**src/rtl/tile_rom_sched.sv**
```systemverilog
// Tile ROM fetch scheduler: three render layers (fix, A, B) and a CPU read port share one GFX ROM.
// Define SCHED_TIMEOUT_EN to add a 63-cycle BUSY watchdog that abandons an unanswered fetch.
module tile_rom_sched #(
    parameter int AW = 19,
    parameter int DW = 32
) (
    input  logic          clk_24M,
    input  logic          nRES,
    input  logic [2:0]    rd_req,
    input  logic [AW-1:0] rd_addr0,
    input  logic [AW-1:0] rd_addr1,
    input  logic [AW-1:0] rd_addr2,
    input  logic          cpu_req,
    input  logic [AW-1:0] cpu_addr,
    output logic          cpu_ack,
    output logic [DW-1:0] cpu_data,
    output logic          mem_req,
    output logic [AW-1:0] mem_addr,
    input  logic          mem_ack,
    input  logic [DW-1:0] mem_data,
    output logic [DW-1:0] lay_data0,
    output logic [DW-1:0] lay_data1,
    output logic [DW-1:0] lay_data2,
    output logic [2:0]    lay_valid,
    output logic [2:0]    overrun
);

    // Memory handshake: mem_req rises on a grant edge and stays high with mem_addr frozen
    // until mem_ack is sampled high; mem_data is taken on that same edge and mem_req drops.
    typedef enum logic {
        IDLE = 1'b0,
        BUSY = 1'b1
    } state_t;

    localparam logic [1:0] G_FIX = 2'd0;
    localparam logic [1:0] G_A   = 2'd1;
    localparam logic [1:0] G_B   = 2'd2;
    localparam logic [1:0] G_CPU = 2'd3;

    state_t        state, state_nxt;
    logic [1:0]    gnt, gnt_nxt;
    logic          grant_fire, done_fire, abort_fire, to_hit;
    logic [AW-1:0] grant_addr;

    logic [2:0]    pending;
    logic [2:0]    clr;
    logic [AW-1:0] addr_q   [3];
    logic [AW-1:0] rd_addr  [3];
    logic [DW-1:0] lay_q    [3];

    logic          cpu_armed;
    logic          cpu_wait_low;
    logic [1:0]    streak;

    assign rd_addr[0] = rd_addr0;
    assign rd_addr[1] = rd_addr1;
    assign rd_addr[2] = rd_addr2;

    assign lay_data0 = lay_q[0];
    assign lay_data1 = lay_q[1];
    assign lay_data2 = lay_q[2];

`ifdef SCHED_TIMEOUT_EN
    logic [5:0] to_cnt;

    always_ff @(posedge clk_24M or negedge nRES) begin
        if (!nRES) begin
            to_cnt <= 6'd0;
        end else if (grant_fire) begin
            to_cnt <= 6'd0;
        end else if (state == BUSY) begin
            to_cnt <= to_cnt + 6'd1;
        end
    end

    // Fires on the edge that would take the count to 63.
    assign to_hit = (to_cnt == 6'd62);
`else
    assign to_hit = 1'b0;
`endif

    always_ff @(posedge clk_24M or negedge nRES) begin
        if (!nRES) begin
            state <= IDLE;
            gnt   <= G_FIX;
        end else begin
            state <= state_nxt;
            gnt   <= gnt_nxt;
        end
    end

    always_comb begin
        state_nxt  = state;
        gnt_nxt    = gnt;
        grant_fire = 1'b0;
        done_fire  = 1'b0;
        abort_fire = 1'b0;
        case (state)
            IDLE: begin
                if (pending != 3'b000 || cpu_armed) begin
                    grant_fire = 1'b1;
                    state_nxt  = BUSY;
                    // A starved CPU wins once three render grants have gone by.
                    if (cpu_armed && (streak == 2'd3 || pending == 3'b000)) begin
                        gnt_nxt = G_CPU;
                    end else if (pending[0]) begin
                        gnt_nxt = G_FIX;
                    end else if (pending[1]) begin
                        gnt_nxt = G_A;
                    end else begin
                        gnt_nxt = G_B;
                    end
                end
            end
            BUSY: begin
                if (mem_ack) begin
                    done_fire = 1'b1;
                    state_nxt = IDLE;
                end else if (to_hit) begin
                    abort_fire = 1'b1;
                    state_nxt  = IDLE;
                end
            end
            default: state_nxt = IDLE;
        endcase
    end

    always_comb begin
        grant_addr = addr_q[0];
        case (gnt_nxt)
            G_FIX:   grant_addr = addr_q[0];
            G_A:     grant_addr = addr_q[1];
            G_B:     grant_addr = addr_q[2];
            default: grant_addr = cpu_addr;
        endcase
    end

    always_comb begin
        clr = 3'b000;
        for (int i = 0; i < 3; i++) begin
            clr[i] = (done_fire || abort_fire) && (gnt == 2'(i));
        end
    end

    always_ff @(posedge clk_24M or negedge nRES) begin
        if (!nRES) begin
            mem_req   <= 1'b0;
            mem_addr  <= '0;
            lay_valid <= 3'b000;
            cpu_ack   <= 1'b0;
            cpu_data  <= '0;
            pending   <= 3'b000;
            overrun   <= 3'b000;
            for (int i = 0; i < 3; i++) begin
                addr_q[i] <= '0;
                lay_q[i]  <= '0;
            end
        end else begin
            lay_valid <= 3'b000;
            cpu_ack   <= 1'b0;

            if (grant_fire) begin
                mem_req  <= 1'b1;
                mem_addr <= grant_addr;
            end else if (done_fire || abort_fire) begin
                mem_req <= 1'b0;
            end

            for (int i = 0; i < 3; i++) begin
                if (rd_req[i]) begin
                    addr_q[i] <= rd_addr[i];
                end
                // A strobe on the completing edge starts a fresh request rather than overrunning.
                pending[i] <= rd_req[i] | (pending[i] & ~clr[i]);
                if ((rd_req[i] && pending[i] && !clr[i]) || (abort_fire && gnt == 2'(i))) begin
                    overrun[i] <= 1'b1;
                end
                if (done_fire && gnt == 2'(i)) begin
                    lay_q[i]     <= mem_data;
                    lay_valid[i] <= 1'b1;
                end
            end

            if (done_fire && gnt == G_CPU) begin
                cpu_data <= mem_data;
                cpu_ack  <= 1'b1;
            end
        end
    end

    always_ff @(posedge clk_24M or negedge nRES) begin
        if (!nRES) begin
            cpu_armed    <= 1'b0;
            cpu_wait_low <= 1'b0;
        end else if (done_fire && gnt == G_CPU) begin
            cpu_armed    <= 1'b0;
            cpu_wait_low <= 1'b1;
        end else if (abort_fire && gnt == G_CPU) begin
            cpu_armed    <= 1'b0;
            cpu_wait_low <= 1'b0;
        end else if (cpu_wait_low) begin
            if (!cpu_req) begin
                cpu_wait_low <= 1'b0;
            end
        end else if (cpu_req) begin
            cpu_armed <= 1'b1;
        end
    end

    always_ff @(posedge clk_24M or negedge nRES) begin
        if (!nRES) begin
            streak <= 2'd0;
        end else if (!cpu_armed) begin
            streak <= 2'd0;
        end else if (grant_fire) begin
            streak <= (gnt_nxt == G_CPU) ? 2'd0 : streak + 2'd1;
        end
    end

endmodule

```
**config.mk**
```make
export PLATFORM = sky130hd
export DESIGN_NAME = tile_rom_sched
export DESIGN_NICKNAME = d
export VERILOG_FILES = /design/src/rtl/tile_rom_sched.sv
export SDC_FILE = /design/constraint.sdc
export NUM_CORES = 1
export LEC_CHECK = 0
export BUFFER_PORTS_ARGS = -buffer_cell sky130_fd_sc_hd__buf_2
export CAP_MARGIN = 20
export CORE_MARGIN = 1.5
export CORE_UTILIZATION = 30
export DETAILED_ROUTE_END_ITERATION = 10
export GPL_TIMING_DRIVEN = 0
export MAX_ROUTING_LAYER = met4
export PLACE_DENSITY = 0.56
export REMOVE_ABC_BUFFERS = 1
export SLEW_MARGIN = 0
export SYNTH_ARGS = -nofsm -noshare
export SYNTH_HDL_FRONTEND = slang
export SYNTH_SLANG_ARGS = --single-unit
```
**constraint.sdc**
```tcl
create_clock -name clk_24M -period 2.5 [get_ports clk_24M]
set_input_delay 0.125 -clock clk_24M [delete_from_list [all_inputs] [get_ports clk_24M]]
set_output_delay 0.125 -clock clk_24M [all_outputs]
set_load 0.05 [all_outputs]
```
Word level (Yosys, flattened, before mapping)
Cells that the tools add are included.
- mux-type cells: 27
- bitwise operators: 10
- eq/ne operators: 9
- reduce and logical (&&, ||, !) cells: 23
- add/subtract/negate cells: 1
- operators by type and width (operator ; count):
    $pmux W19 S3 ; 1
    $mux W1 ; 17
    $mux W2 ; 8
    $logic_and A1 B1 Y1 ; 11
    $eq A2 B2 Y1 const B ; 5
    $eq A2 B1 Y1 const B ; 2
    $logic_not A2 Y1 ; 2
    $not A1 Y1 ; 4
    $reduce_bool A2 Y1 ; 2
    $and A1 B1 Y1 ; 3
    $logic_not A1 Y1 ; 3
    $logic_not A3 Y1 ; 1
    $or A1 B1 Y1 ; 3
    $reduce_bool A3 Y1 ; 1
    $add A2 B1 Y2 const B ; 1
    $logic_or A1 B1 Y1 ; 2
    $ne A2 B1 Y1 const B ; 1
    $ne A2 B2 Y1 const B ; 1
    $pmux W1 S2 ; 1
    $reduce_and A2 Y1 ; 1
- logic and storage cells: 90
- bits of input ports: 115
- bits in registers: 222
- output and inout bits: 155

Logic depth before layout (Yosys ltp)
- word-level depth: 10
- depth in mapped cells: 6
- mapped depth without buffers: 5

Worst setup path before layout
No wires, ideal clock.
- path type: flip-flop to flip-flop
- start point: reg streak[0]
- end point: reg mem_addr[10]
- clock period less this slack: 1.459 ns
- cell stages (with the launch flop): 7
- data required time: 2.373 ns
- data arrival time: 1.332 ns
- slack: 1.041 ns
- path buffers: 1
- setup time: 0.127 ns
- path through: dfrtp_1 > ha_1 > a21oi_2 > o21ai_1 > buf_2 > a22oi_1 > a21oi_1
- cells in the longest elaborated chain, start to end: 8
- elaborated cells on any way between the ends: 10
- those cells by class: eq/ne: 3; mux: 4; reduce/logical: 3
- RTL lines (what ; RTL line ; source):
    from (decl) ; 53 ; logic [1:0] streak;
    from (signal assigned) ; 216 ; streak <= (gnt_nxt == G_CPU) ? 2'd0 : streak + 2'd1;
    $eq A2 B2 Y1 (*) ; 104 ; if (cpu_armed && (streak == 2'd3 || pending == 3'b000)) begin
    $logic_or A1 B1 Y1 (*) ; 104 ;
    $logic_and A1 B1 Y1 (*) ; 104 ;
    $mux W2 (*) ; 104 ;
    $mux W2 (*) ; 100 ; if (pending != 3'b000 || cpu_armed) begin
    $mux W2 (*) ; 98 ; case (state)
    $eq A2 B2 Y1 (tied with other cells) ; 130 ; case (gnt_nxt)
    $pmux W19 S3 (*) ; 130 ;
    to (signal assigned) ; 164 ; mem_addr <= grant_addr;
    to (decl) ; 18 ; output logic [AW-1:0] mem_addr,
Mark *: on every way between the ends. The rest lies on a longest branch, timed or not.
A chain may end at the register's enable or synchronous reset.

Worst setup path in the final report
- start point: reg state
- end point: reg lay_q, in the netlist lay_data2[4]
- cells in the longest elaborated chain, start to end: 2
- RTL lines (what ; RTL line ; source):
    from (decl) ; 40 ; state_t state, state_nxt;
    from (signal assigned) ; 87 ; state <= state_nxt;
    $mux W1 ; 98 ;
    $logic_and A1 B1 Y1 ; 178 ; if (done_fire && gnt == 2'(i)) begin
    to (signal, indexed assignment) ; 179 ; lay_q[i] <= mem_data;
    to (decl) ; 49 ; logic [DW-1:0] lay_q [3];
Every way passes these cells.

==> flow_metrics.env <==
export IMPL_synthDominantCellAreaShare_pct=63.4
export IMPL_fillers=2674
export IMPL_dp_slack_ns=0.0745
export IMPL_syn_cell_area_um2=8760
export IMPL_antenna_left=0
export IMPL_die_w_um=174
export IMPL_r2r_end="lay_data2[4]$_DFFE_PN0P_"
export IMPL_hold_end="mem_req$_DFFE_PN0P_"
export IMPL_nets=1138
export IMPL_grt_pass1_vias=6969
export IMPL_yosys_area_top_type="dfrtp_1"
export IMPL_yosys_top_cells_area="dfrtp_1 63%, mux2_2 16%, nand2_1 4.3%"
export IMPL_clkTransAtPathRegs_ns=0.06
export IMPL_dieArea_um2=30200
export IMPL_cts_buffer_depth=3
export IMPL_first_pass_iters=4
export IMPL_rr_startpoint="state$_DFF_PN0_"
export IMPL_placed_cells=1266
export IMPL_multi_input_area_um2=2970
export IMPL_yosysSeqAreaShare_pct=63.4
export IMPL_syn_inst=644
export IMPL_hp_start="mem_ack"
export IMPL_grt_pass1_wl_um=39800
export IMPL_cts_sinks=222
export IMPL_cp_cell_sequence="nand4_4 -> mux2_1"
export IMPL_grtUsageTotal_pct=17.2
export IMPL_grt_max_degree=112
export IMPL_area_growth_pct=42.9
export IMPL_rr_worst_depth=2
export IMPL_synthXorXnorAreaFrac_pct=0
export IMPL_worst_hold_path_num_cells=3
export IMPL_diodes=0
export IMPL_dp_hpwl_um=16000
export IMPL_synth_simple_area_share_pct=5.93
export IMPL_maxCapViolCount=0
export IMPL_worstHoldPathType="in -> reg"
export IMPL_fin_skew_ns=0.0119
export IMPL_slew_viol_final=0
export IMPL_fp_row_count=62
export IMPL_finalHoldViolations=0
export IMPL_ff_latch_area_um2=5560
export IMPL_root_buffer="clkbuf_16"
export IMPL_fin_ws_ns=0.349
export IMPL_power_density_nw_per_um2=1220
export IMPL_ys_types=42
export IMPL_tightest_slew_ns=0.866
export IMPL_fin_crit_sh_pct=86.0
export IMPL_crit_path_end_kind="register"
export IMPL_wl_per_cell_um=17.6
export IMPL_cp_slowest_cell="nand4_4"
export IMPL_wirelength_um=25100
export IMPL_htree_levels=1
export IMPL_tritoncts="done"
export IMPL_rsz0062_at_grt="false"
export IMPL_outcome="finished, final reports clean"
export IMPL_drt_iter0_drc=318
export IMPL_synth_top_family_by_area="multiplexers"
export IMPL_irDropWorstVdd_v=0.000900
export IMPL_synth_compound_area_share_pct=7.90
export IMPL_max_clock_freq_mhz=465
export IMPL_grt_antenna_before_repair=0
export IMPL_crit_arrival_ns=2.55
export IMPL_die_h_um=174
export IMPL_final_cells=1425
export IMPL_cp_max_fo=35
export IMPL_worstSetupStartpoint="state$_DFF_PN0_"
export IMPL_grt_ovfl_total=0
export IMPL_drive_gt1_share_pct=43.5
export IMPL_gp_congestion=0.755
export IMPL_drcViolationCount=0
export IMPL_start_util_pct=30.5
export IMPL_final_core_util_pct=43.6
export IMPL_synth_ff_type="dfrtp_1"
export IMPL_leakagePower_nw=5.88
export IMPL_power_w=0.0152
export IMPL_synth_area_per_cell_um2=13.6
export IMPL_vias=6568
export IMPL_finalSetupViolCount=0
export IMPL_regToRegSetupSlack_ns=0.35
export IMPL_required_ns=2.90
export IMPL_io_pins=270
export IMPL_muxShareOfSynthArea_pct=19.8
export IMPL_yosys_area_share_adder_pct=0.143
export IMPL_cp_start_kind="register"
export IMPL_async_reset_ff_share_pct=100
export IMPL_synth_most_common_cell="dfrtp_1"
export IMPL_cts_made_buffers=26
export IMPL_period_needed_ns=2.15
export IMPL_core_area_um2=28700
export IMPL_synth_edf_count=0
export IMPL_slowest_delay_ns=0.77
export IMPL_yosysWarnings=0
export IMPL_numPortBuffers=269
export IMPL_insertion_delay_ns=0.52
export IMPL_viasPerCell=4.61
export IMPL_netlist_top_cells_count="222 x dfrtp_1, 121 x mux2_2, 101 x nand2_1"
export IMPL_ys_ff_latch=222
export IMPL_relSlewSlack_pct=42.1
export IMPL_path_class="reg -> reg"
[metal layers]
metal | share of wire, % | up-vias | GRT usage, %
met5 | 0 | - | -
met4 | 2.0 | 0 | 4.17
met3 | 8.2 | 31 | 4.47
met2 | 46 | 269 | 27.1
met1 | 44 | 3240 | 22.1
li1 | - | 3028 | -
[cell usage in the layout (no fill, tap or decap), types with 7 or more instances in the layout]
cell             n
o21ai_0         18
dfrtp_1        222
clkbuf_16       27
buf_2          268
dlygate4sd3_1  111
nand2_1        101
o22ai_1         19
mux2_2         121
clkbuf_1         7
a22oi_1         10
a211o_1          9
mux2_1          33
o211ai_1         9
a21oi_1         13
a31oi_1          9
[cell families after synthesis]
logic type,Yosys count
AND/OR/NAND/NOR,119
adder cells (fa/ha/maj),1
multiplexers,154
AO/OA/AOI/OAI,104
buffers and inverters,44
flip-flops,222
[flip-flops by register name, indices dropped and copies added, names as in the netlist]
name and cells:
mem_req 1, lay_valid 3, lay_data2 32, overrun 3
state 1, cpu_wait_low 1, lay_data1 32, addr_q 57
cpu_armed 1, cpu_data 32, mem_addr 19, pending 3
cpu_ack 1, gnt 2, lay_data0 32, streak 2
[report_power, final]
part           switching, W  leakage (nW)  total, W  internal, W
clock network       0.00146         0.429   0.00378      0.00232
registers          0.000559          2.62   0.00522      0.00466
logic               0.00464          2.83   0.00623      0.00158
[worst max-delay path, delay by kind of cell (launching register included)]
kind,cells,cell delay (ns)
mux,1,0.60
simple gates,1,0.77
flops,1,0.64
[stage by stage]
stage	area [µm²]	TNS [ns]	hold slack [ns]
2_1_floorplan	8540	0	-0.171
3_3_place_gp	10400	-655.54	0.351
3_5_place_dp	10500	0	-0.0854
4_1_cts	12500	0	0.0250
5_1_grt	12500	0	0.0457
6_report	12500	0	0.0349
[cell type report]
type | count | share of cell area [%]
Multi-Input combinational cell | 378 | 23.7
Clock buffer | 39 | 6.16
Sequential cell | 222 | 44.4
Tap cell | 384 | 3.84
Clock inverter | 8 | 0.720
Timing Repair Buffer | 387 | 20.9
Inverter | 7 | 0.230
[worst max-delay path by stage]
stage,end,slack (ns),cells past startpoint
after floorplan,mem_addr[10]$_DFFE_PN0P_,0.45,5
after global placement,cpu_data[22]$_DFFE_PN0P_,-2.79,1
after detailed placement,lay_data0[31]$_DFFE_PN0P_,0.07,5
after CTS,lay_data0[31]$_DFFE_PN0P_,0.07,5
after global routing,lay_data2[4]$_DFFE_PN0P_,0.13,2
final,lay_data2[4]$_DFFE_PN0P_,0.35,2
[timing repair]
action,CTS,global route
setup endpoints to repair,0,39
hold endpoints to repair,320,0
setup buffers,0,0
hold buffers,111,0
resized for setup,0,3
Note: power is estimated with default switching activity, not from simulation.
